===== config.mk =====
export PLATFORM = sky130hd
export DESIGN_NAME = disp_cmd_ctrl_flat
export DESIGN_NICKNAME = d
export VERILOG_FILES = /design/src/rtl/disp_cmd_pkg.sv /design/src/rtl/disp_cmd_if.sv /design/src/rtl/disp_cmd_sync.sv /design/src/rtl/disp_cmd_ctrl.sv /design/src/flat_wrapper.sv
export SDC_FILE = /design/constraint.sdc
export NUM_CORES = 1
export LEC_CHECK = 0
export CAP_MARGIN = 30
export CORE_MARGIN = 2
export CORE_UTILIZATION = 41
export DETAILED_ROUTE_END_ITERATION = 6
export GPL_ROUTABILITY_DRIVEN = 0
export PLACE_DENSITY = 0.65
export RECOVER_POWER = 100
export SYNTH_ARGS = -nofsm -noshare
export SYNTH_HDL_FRONTEND = slang
export SYNTH_HIERARCHICAL = 1
export SYNTH_SLANG_ARGS = --single-unit

===== constraint.sdc =====
create_clock -name clk -period 2.98 [get_ports clk]
set_input_delay 0.596 -clock clk [delete_from_list [all_inputs] [get_ports clk]]
set_output_delay 0.596 -clock clk [all_outputs]
set_load 0.03 [all_outputs]

===== src/rtl/disp_cmd_pkg.sv =====
// Shared opcode values, FSM state encoding and opcode helpers for the display-command
// fetch sequencer.
package disp_cmd_pkg;

    localparam logic [7:0] OP_NOP    = 8'h00;
    localparam logic [7:0] OP_SET_FG = 8'h01;
    localparam logic [7:0] OP_SET_BG = 8'h02;
    localparam logic [7:0] OP_MOVE   = 8'h03;
    localparam logic [7:0] OP_PUTC   = 8'h04;
    localparam logic [7:0] OP_CLEAR  = 8'h05;

    typedef enum logic [2:0] {
        ST_FETCH   = 3'd0,
        ST_STROBE  = 3'd1,
        ST_RECOVER = 3'd2,
        ST_DECODE  = 3'd3,
        ST_ISSUE   = 3'd4
    } state_t;

    function automatic logic [3:0] arg_count(input logic [7:0] opcode);
        case (opcode)
            OP_SET_FG, OP_SET_BG, OP_MOVE: arg_count = 4'd2;
            OP_PUTC:                       arg_count = 4'd1;
            default:                       arg_count = 4'd0;
        endcase
    endfunction

    function automatic logic is_valid_op(input logic [7:0] opcode);
        is_valid_op = (opcode <= OP_CLEAR);
    endfunction

endpackage


===== src/rtl/disp_cmd_if.sv =====
// Command handshake between the fetch sequencer (master) and the VGA datapath (slave).
interface disp_cmd_if;
    logic       op_valid;
    logic [2:0] op_code;
    logic [7:0] op_arg0;
    logic [7:0] op_arg1;
    logic       op_ready;

    modport master (output op_valid, op_code, op_arg0, op_arg1, input op_ready);
    modport slave  (input op_valid, op_code, op_arg0, op_arg1, output op_ready);
endinterface


===== src/rtl/disp_cmd_sync.sv =====
// Multi-flop synchronizer for the asynchronous FIFO empty flag; resets to 0 (empty).
module disp_cmd_sync #(
    parameter int STAGES = 2
) (
    input  logic clk,
    input  logic rst,
    input  logic d,
    output logic q
);
    logic [STAGES-1:0] sync_reg;

    genvar gi;
    generate
        for (gi = 0; gi < STAGES; gi++) begin : g_stage
            if (gi == 0) begin : g_first
                always_ff @(posedge clk or posedge rst) begin
                    if (rst) sync_reg[gi] <= 1'b0;
                    else     sync_reg[gi] <= d;
                end
            end else begin : g_next
                always_ff @(posedge clk or posedge rst) begin
                    if (rst) sync_reg[gi] <= 1'b0;
                    else     sync_reg[gi] <= sync_reg[gi-1];
                end
            end
        end
    endgenerate

    assign q = sync_reg[STAGES-1];
endmodule


===== src/rtl/disp_cmd_ctrl.sv =====
// Display-command FIFO fetch sequencer: strobes bytes out of the FIFO, assembles commands,
// issues them over a valid/ready handshake. Optional argument timeout: DISP_CMD_TIMEOUT_EN.
module disp_cmd_ctrl
    import disp_cmd_pkg::*;
#(
    parameter int RD_PULSE_CYCLES   = 3,
    parameter int RD_RECOVER_CYCLES = 3,
    parameter int TIMEOUT_CYCLES    = 65535
) (
    input  logic             clk,
    input  logic             rst,
    input  logic [7:0]       disp_cmd_in,
    input  logic             nef_in,
    output logic             disp_cmd_rd,
    disp_cmd_if.master       op,
    output logic             bad_cmd,
    output logic             busy
);
    localparam logic [3:0] PULSE_LAST   = 4'(RD_PULSE_CYCLES);
    localparam logic [3:0] RECOVER_LAST = 4'(RD_RECOVER_CYCLES);

    generate
        if (RD_PULSE_CYCLES < 1 || RD_PULSE_CYCLES > 15 ||
            RD_RECOVER_CYCLES < 3 || RD_RECOVER_CYCLES > 15 ||
            TIMEOUT_CYCLES < 1 || TIMEOUT_CYCLES > 65535) begin : g_bad_param
            $error("disp_cmd_ctrl: parameter out of range");
        end
    endgenerate

    logic       nef_s;
    state_t     state_reg;
    logic [3:0] phase_cnt_reg;
    logic [3:0] args_left_reg;
    logic [7:0] byte_reg;
    logic       rd_reg;
    logic       bad_reg;
    logic       op_valid_reg;
    logic [2:0] op_code_reg;
    logic [7:0] arg0_reg;
    logic [7:0] arg1_reg;
`ifdef DISP_CMD_TIMEOUT_EN
    localparam logic [15:0] TIMEOUT_LAST = 16'(TIMEOUT_CYCLES);
    logic [15:0] timer_reg;
`endif

    disp_cmd_sync #(.STAGES(2)) u_nef_sync (
        .clk (clk),
        .rst (rst),
        .d   (nef_in),
        .q   (nef_s)
    );

    always_ff @(posedge clk or posedge rst) begin
        if (rst) begin
            state_reg     <= ST_FETCH;
            phase_cnt_reg <= 4'd0;
            args_left_reg <= 4'd0;
            byte_reg      <= 8'h00;
            rd_reg        <= 1'b1;
            bad_reg       <= 1'b0;
            op_valid_reg  <= 1'b0;
            op_code_reg   <= 3'd0;
            arg0_reg      <= 8'h00;
            arg1_reg      <= 8'h00;
`ifdef DISP_CMD_TIMEOUT_EN
            timer_reg     <= 16'd0;
`endif
        end else begin
            bad_reg <= 1'b0;
            case (state_reg)
                ST_FETCH: begin
`ifdef DISP_CMD_TIMEOUT_EN
                    // A stalled partial command is abandoned so the stream can resync.
                    if (args_left_reg != 4'd0 && timer_reg == TIMEOUT_LAST) begin
                        bad_reg       <= 1'b1;
                        args_left_reg <= 4'd0;
                        timer_reg     <= 16'd0;
                    end else if (nef_s) begin
                        state_reg     <= ST_STROBE;
                        rd_reg        <= 1'b0;
                        phase_cnt_reg <= 4'd1;
                        timer_reg     <= 16'd0;
                    end else if (args_left_reg != 4'd0) begin
                        timer_reg     <= timer_reg + 16'd1;
                    end
`else
                    if (nef_s) begin
                        state_reg     <= ST_STROBE;
                        rd_reg        <= 1'b0;
                        phase_cnt_reg <= 4'd1;
                    end
`endif
                end
                ST_STROBE: begin
                    if (phase_cnt_reg == PULSE_LAST) begin
                        byte_reg      <= disp_cmd_in;
                        rd_reg        <= 1'b1;
                        state_reg     <= ST_RECOVER;
                        phase_cnt_reg <= 4'd1;
                    end else begin
                        phase_cnt_reg <= phase_cnt_reg + 4'd1;
                    end
                end
                ST_RECOVER: begin
                    if (phase_cnt_reg == RECOVER_LAST) begin
                        state_reg     <= ST_DECODE;
                        phase_cnt_reg <= 4'd0;
                    end else begin
                        phase_cnt_reg <= phase_cnt_reg + 4'd1;
                    end
                end
                ST_DECODE: begin
                    state_reg <= ST_FETCH;
                    if (args_left_reg == 4'd0) begin
                        if (!is_valid_op(byte_reg)) begin
                            bad_reg <= 1'b1;
                        end else begin
                            op_code_reg   <= byte_reg[2:0];
                            arg0_reg      <= 8'h00;
                            arg1_reg      <= 8'h00;
                            args_left_reg <= arg_count(byte_reg);
                            if (byte_reg != OP_NOP && arg_count(byte_reg) == 4'd0) begin
                                state_reg    <= ST_ISSUE;
                                op_valid_reg <= 1'b1;
                            end
                        end
                    end else begin
                        // Remaining count equal to the full count means this is the first argument.
                        if (args_left_reg == arg_count({5'b00000, op_code_reg}))
                            arg0_reg <= byte_reg;
                        else
                            arg1_reg <= byte_reg;
                        args_left_reg <= args_left_reg - 4'd1;
                        if (args_left_reg == 4'd1) begin
                            state_reg    <= ST_ISSUE;
                            op_valid_reg <= 1'b1;
                        end
                    end
                end
                ST_ISSUE: begin
                    if (op.op_ready) begin
                        op_valid_reg <= 1'b0;
                        state_reg    <= ST_FETCH;
                    end
                end
                default: state_reg <= ST_FETCH;
            endcase
        end
    end

    assign disp_cmd_rd = rd_reg;
    assign bad_cmd     = bad_reg;
    assign busy        = (state_reg != ST_FETCH) && (args_left_reg == 4'd0);
    assign op.op_valid = op_valid_reg;
    assign op.op_code  = op_code_reg;
    assign op.op_arg0  = arg0_reg;
    assign op.op_arg1  = arg1_reg;
endmodule

===== src/flat_wrapper.sv =====
// flat-port wrapper written by rule: the top's interface ports become plain ports
module disp_cmd_ctrl_flat import disp_cmd_pkg::*;
#(
    parameter int RD_PULSE_CYCLES   = 3,
    parameter int RD_RECOVER_CYCLES = 3,
    parameter int TIMEOUT_CYCLES    = 65535
)
  (clk, rst, disp_cmd_in, nef_in, disp_cmd_rd, bad_cmd, busy, op_op_valid, op_op_code, op_op_arg0, op_op_arg1, op_op_ready);
  disp_cmd_if op_i ();
  input  logic clk;
  input  logic rst;
  input  logic [7:0] disp_cmd_in;
  input  logic nef_in;
  output logic disp_cmd_rd;
  output logic bad_cmd;
  output logic busy;
  output wire logic [$bits(op_i.op_valid)-1:0] op_op_valid;
  output wire logic [$bits(op_i.op_code)-1:0] op_op_code;
  output wire logic [$bits(op_i.op_arg0)-1:0] op_op_arg0;
  output wire logic [$bits(op_i.op_arg1)-1:0] op_op_arg1;
  input wire logic [$bits(op_i.op_ready)-1:0] op_op_ready;
  assign op_op_valid = op_i.op_valid;
  assign op_op_code = op_i.op_code;
  assign op_op_arg0 = op_i.op_arg0;
  assign op_op_arg1 = op_i.op_arg1;
  assign op_i.op_ready = op_op_ready;
  disp_cmd_ctrl #(.RD_PULSE_CYCLES(RD_PULSE_CYCLES), .RD_RECOVER_CYCLES(RD_RECOVER_CYCLES), .TIMEOUT_CYCLES(TIMEOUT_CYCLES)) u_core (.clk(clk), .rst(rst), .disp_cmd_in(disp_cmd_in), .nef_in(nef_in), .disp_cmd_rd(disp_cmd_rd), .op(op_i), .bad_cmd(bad_cmd), .busy(busy));
endmodule

==> impl_metrics.env <==
export IMPL_cts_resized=0
export IMPL_syn_area_per_cell_um2=11.5
export IMPL_synthDominantAreaCellType="dfrtp_1"
export IMPL_ys_warn_count=6
export IMPL_nets=229
export IMPL_place_hpwl_um=3110
export IMPL_ir_drop_mv=0.505
export IMPL_post_route_period_util=0.904
export IMPL_place_area_um2=2440
export IMPL_async_flop_share=1.00
export IMPL_fmax_ghz=0.371
export IMPL_die_w_um=74.2
export IMPL_finalCriticalPeriod_ns=2.69
export IMPL_required_ns=2.38
export IMPL_crit_family="buffers and inverters"
export IMPL_numClockSinks=43
export IMPL_dp_cells=274
export IMPL_cap_violations=0
export IMPL_fin_tns_setup_ns=0
export IMPL_h_tree_depth=2
export IMPL_synth_compound_area_frac=0.110
export IMPL_die_area_um2=5500
export IMPL_run_status="finished, final reports clean"
export IMPL_wirelength_um=4270
export IMPL_fin_cells=282
export IMPL_synth_fa_ha_area_frac=0.0186
export IMPL_synth_cell_type_count=36
export IMPL_worst_path_max_fanout=8
export IMPL_grt_pass1_vias=1481
export IMPL_drtPass1Iterations=4
export IMPL_cp_cell_sequence="inv_1 -> ha_1 -> nand2_1 -> a21oi_1 -> dlygate4sd3_1"
export IMPL_drc=0
export IMPL_start_util=0.427
export IMPL_swShare=0.421
export IMPL_synthSimpleGateAreaFrac=0.140
export IMPL_grt_overflow=0
export IMPL_critPathKind="reg -> out"
export IMPL_synth_top_family_by_area="multiplexers"
export IMPL_synth_area_mux_share=0.156
export IMPL_slowest_stage="dlygate4sd3_1"
export IMPL_cts_buffer_depth=2
export IMPL_final_cell_area_um2=2510
export IMPL_synth_area_um2=2020
export IMPL_tightest_slew_ns=1.03
export IMPL_synth_edf_count=0
export IMPL_cts_root_buf="clkbuf_8"
export IMPL_p_comb_frac=0.495
export IMPL_p_clk_frac=0.130
export IMPL_cts_tree="built"
export IMPL_grt_first_pass_wirelength_um=7180
export IMPL_holdWs_ns=0.358
export IMPL_antenna_left=0
export IMPL_wl_per_cell_um=15.1
export IMPL_clk_latency_ns=0.30
export IMPL_io_pins=35
export IMPL_sequentialPowerShare=0.376
export IMPL_crit_buf_inv=2
export IMPL_netlist_top_cells_area="dfrtp_1, mux2_2, a21oi_1"
export IMPL_ys_flop_type="dfrtp_1"
export IMPL_pre_cts_ws_ns=0.608
export IMPL_rsz0062_at_grt="no"
export IMPL_drt_iter0_markers=52
export IMPL_utilization=0.531
export IMPL_endpoint_kind="primary output"
export IMPL_die_h_um=74.2
export IMPL_power_density_nw_per_um2=1100
export IMPL_finClkSkew_ns=0.00876
export IMPL_cp_start_kind="flip-flop"
export IMPL_report_final_slew_viol_count=0
export IMPL_n_antenna_cell=0
export IMPL_hold_class="reg -> reg"
export IMPL_cts_made_buffers=5
export IMPL_grt_max_degree=42
export IMPL_antenna_found_initial=0
export IMPL_synth_fp_nets=191
export IMPL_yosysSeqAreaShare=0.534
export IMPL_internal_power_mw=1.60
export IMPL_crit_arrival_ns=2.10
export IMPL_synth_seq_cells=43
export IMPL_p_sw_mw=1.16
export IMPL_p_leak_nw=1.11
export IMPL_max_slew_margin_rel=0.316
export IMPL_core_region_area_um2=4720
export IMPL_total_power_mw=2.76
export IMPL_rows=25
export IMPL_synthXorXnorAreaFrac=0.0130
export IMPL_netlist_area_leader_share=0.521
export IMPL_drive_gt1_frac=0.200
export IMPL_syn2layout_area_growth_pct=24.2
export IMPL_vias=1472
export IMPL_port_buffers=34
export IMPL_setup_viol=0
export IMPL_hold_viol_final=0
export IMPL_slowest_delay_ns=0.76
export IMPL_viasPerCell=5.22
export IMPL_setup_slack_ns=0.286
export IMPL_grtUsageTotal=0.175
export IMPL_synthCells=176
export IMPL_cts_setup_buffers=0
export IMPL_cts_hold_buf=0
export IMPL_fillerInstances=409
export IMPL_clk_pin_slew_ns=0.09
[cell usage after synthesis (2+ instances only)]
cell	n
a211oi_1	3
a21o_1	2
a21oi_1	10
and2_1	7
and3_1	4
clkbuf_1	5
dfrtp_1	42
ha_1	3
inv_1	9
mux2_2	28
nand2_1	6
nand3_1	6
nor2_1	13
nor3_1	6
nor3b_1	2
o21ai_0	9
xnor2_1	2
[layer usage]
metal  global-route usage  up-vias  share of wire
met2                0.300       23           0.55
met3               0.0393        6          0.028
met5                    0        -              0
li1                     -      714              -
met4               0.0667        0          0.017
met1                0.217      729           0.41
[final cells by class]
type	count	area, um2	area share
clock inverters	2	12.5	0.00499
flip-flops and latches	43	1080	0.430
repair buffers	37	360	0.144
clock buffers	6	72.6	0.0289
inverters	9	33.8	0.0135
well taps	67	83.8	0.0334
multi-input cells	118	867	0.346
[power by group through the flow]
| stage | Clock (mW) | Combinational, mW | Sequential [mW] |
|---|---|---|---|
| after floorplan | 0 | 0.765 | 1.24 |
| after global placement | 0 | 1.39 | 1.05 |
| after detailed placement | 0 | 1.44 | 1.07 |
| after CTS | 0.377 | 1.44 | 1.06 |
| after global routing | 0.400 | 1.49 | 1.08 |
| final | 0.359 | 1.37 | 1.04 |
[cells in the final DEF, fill, tap and decap left out, types with 2 or more instances in the layout]
cell	n
o21ai_0	9
nor2_1	13
and3_1	4
clkbuf_8	5
nor3b_1	2
dlygate4sd3_1	25
dfrtp_1	42
a211oi_1	4
xnor2_1	2
or4_1	2
nor3_1	6
buf_4	2
mux2_2	28
and2_1	7
a21o_1	2
nand2_1	6
ha_1	3
a21oi_1	10
nand3_1	6
inv_1	9
clkdlybuf4s50_1	9
[kinds of logic after synthesis]
| group | after synthesis |
|---|---|
| DFF | 43 |
| AOI/OAI and AO/OA | 31 |
| muxes | 28 |
| and+or+nand+nor | 53 |
| xor gates and xnor gates | 3 |
| buffers and inverters | 15 |
| adders and majority gates | 3 |
[worst paths after layout]
| kind | startpoint | to | slack [ns] | cells after the start |
|---|---|---|---|---|
| max | u_core/args_left_reg[0]$_DFFE_PP0P_ | busy | 0.29 | 5 |
| min | u_core/u_nef_sync/sync_reg[0]$_DFF_PP0_ | u_core/u_nef_sync/q$_DFF_PP0_ | 0.36 | 0 |
| max reg2reg | u_core/byte_reg[4]$_DFFE_PP0P_ | u_core/op.op_arg1[6]$_DFFE_PP0P_ | 0.29 | 5 |
| min reg2reg | u_core/u_nef_sync/sync_reg[0]$_DFF_PP0_ | u_core/u_nef_sync/q$_DFF_PP0_ | 0.36 | 0 |
| max in group asynchronous | rst | u_core/op.op_arg1[1]$_DFFE_PP0P_ | 1.26 | 3 |
| min in group asynchronous | rst | u_core/u_nef_sync/sync_reg[0]$_DFF_PP0_ | 0.61 | 2 |
Note: power is estimated with default switching activity, not from simulation.
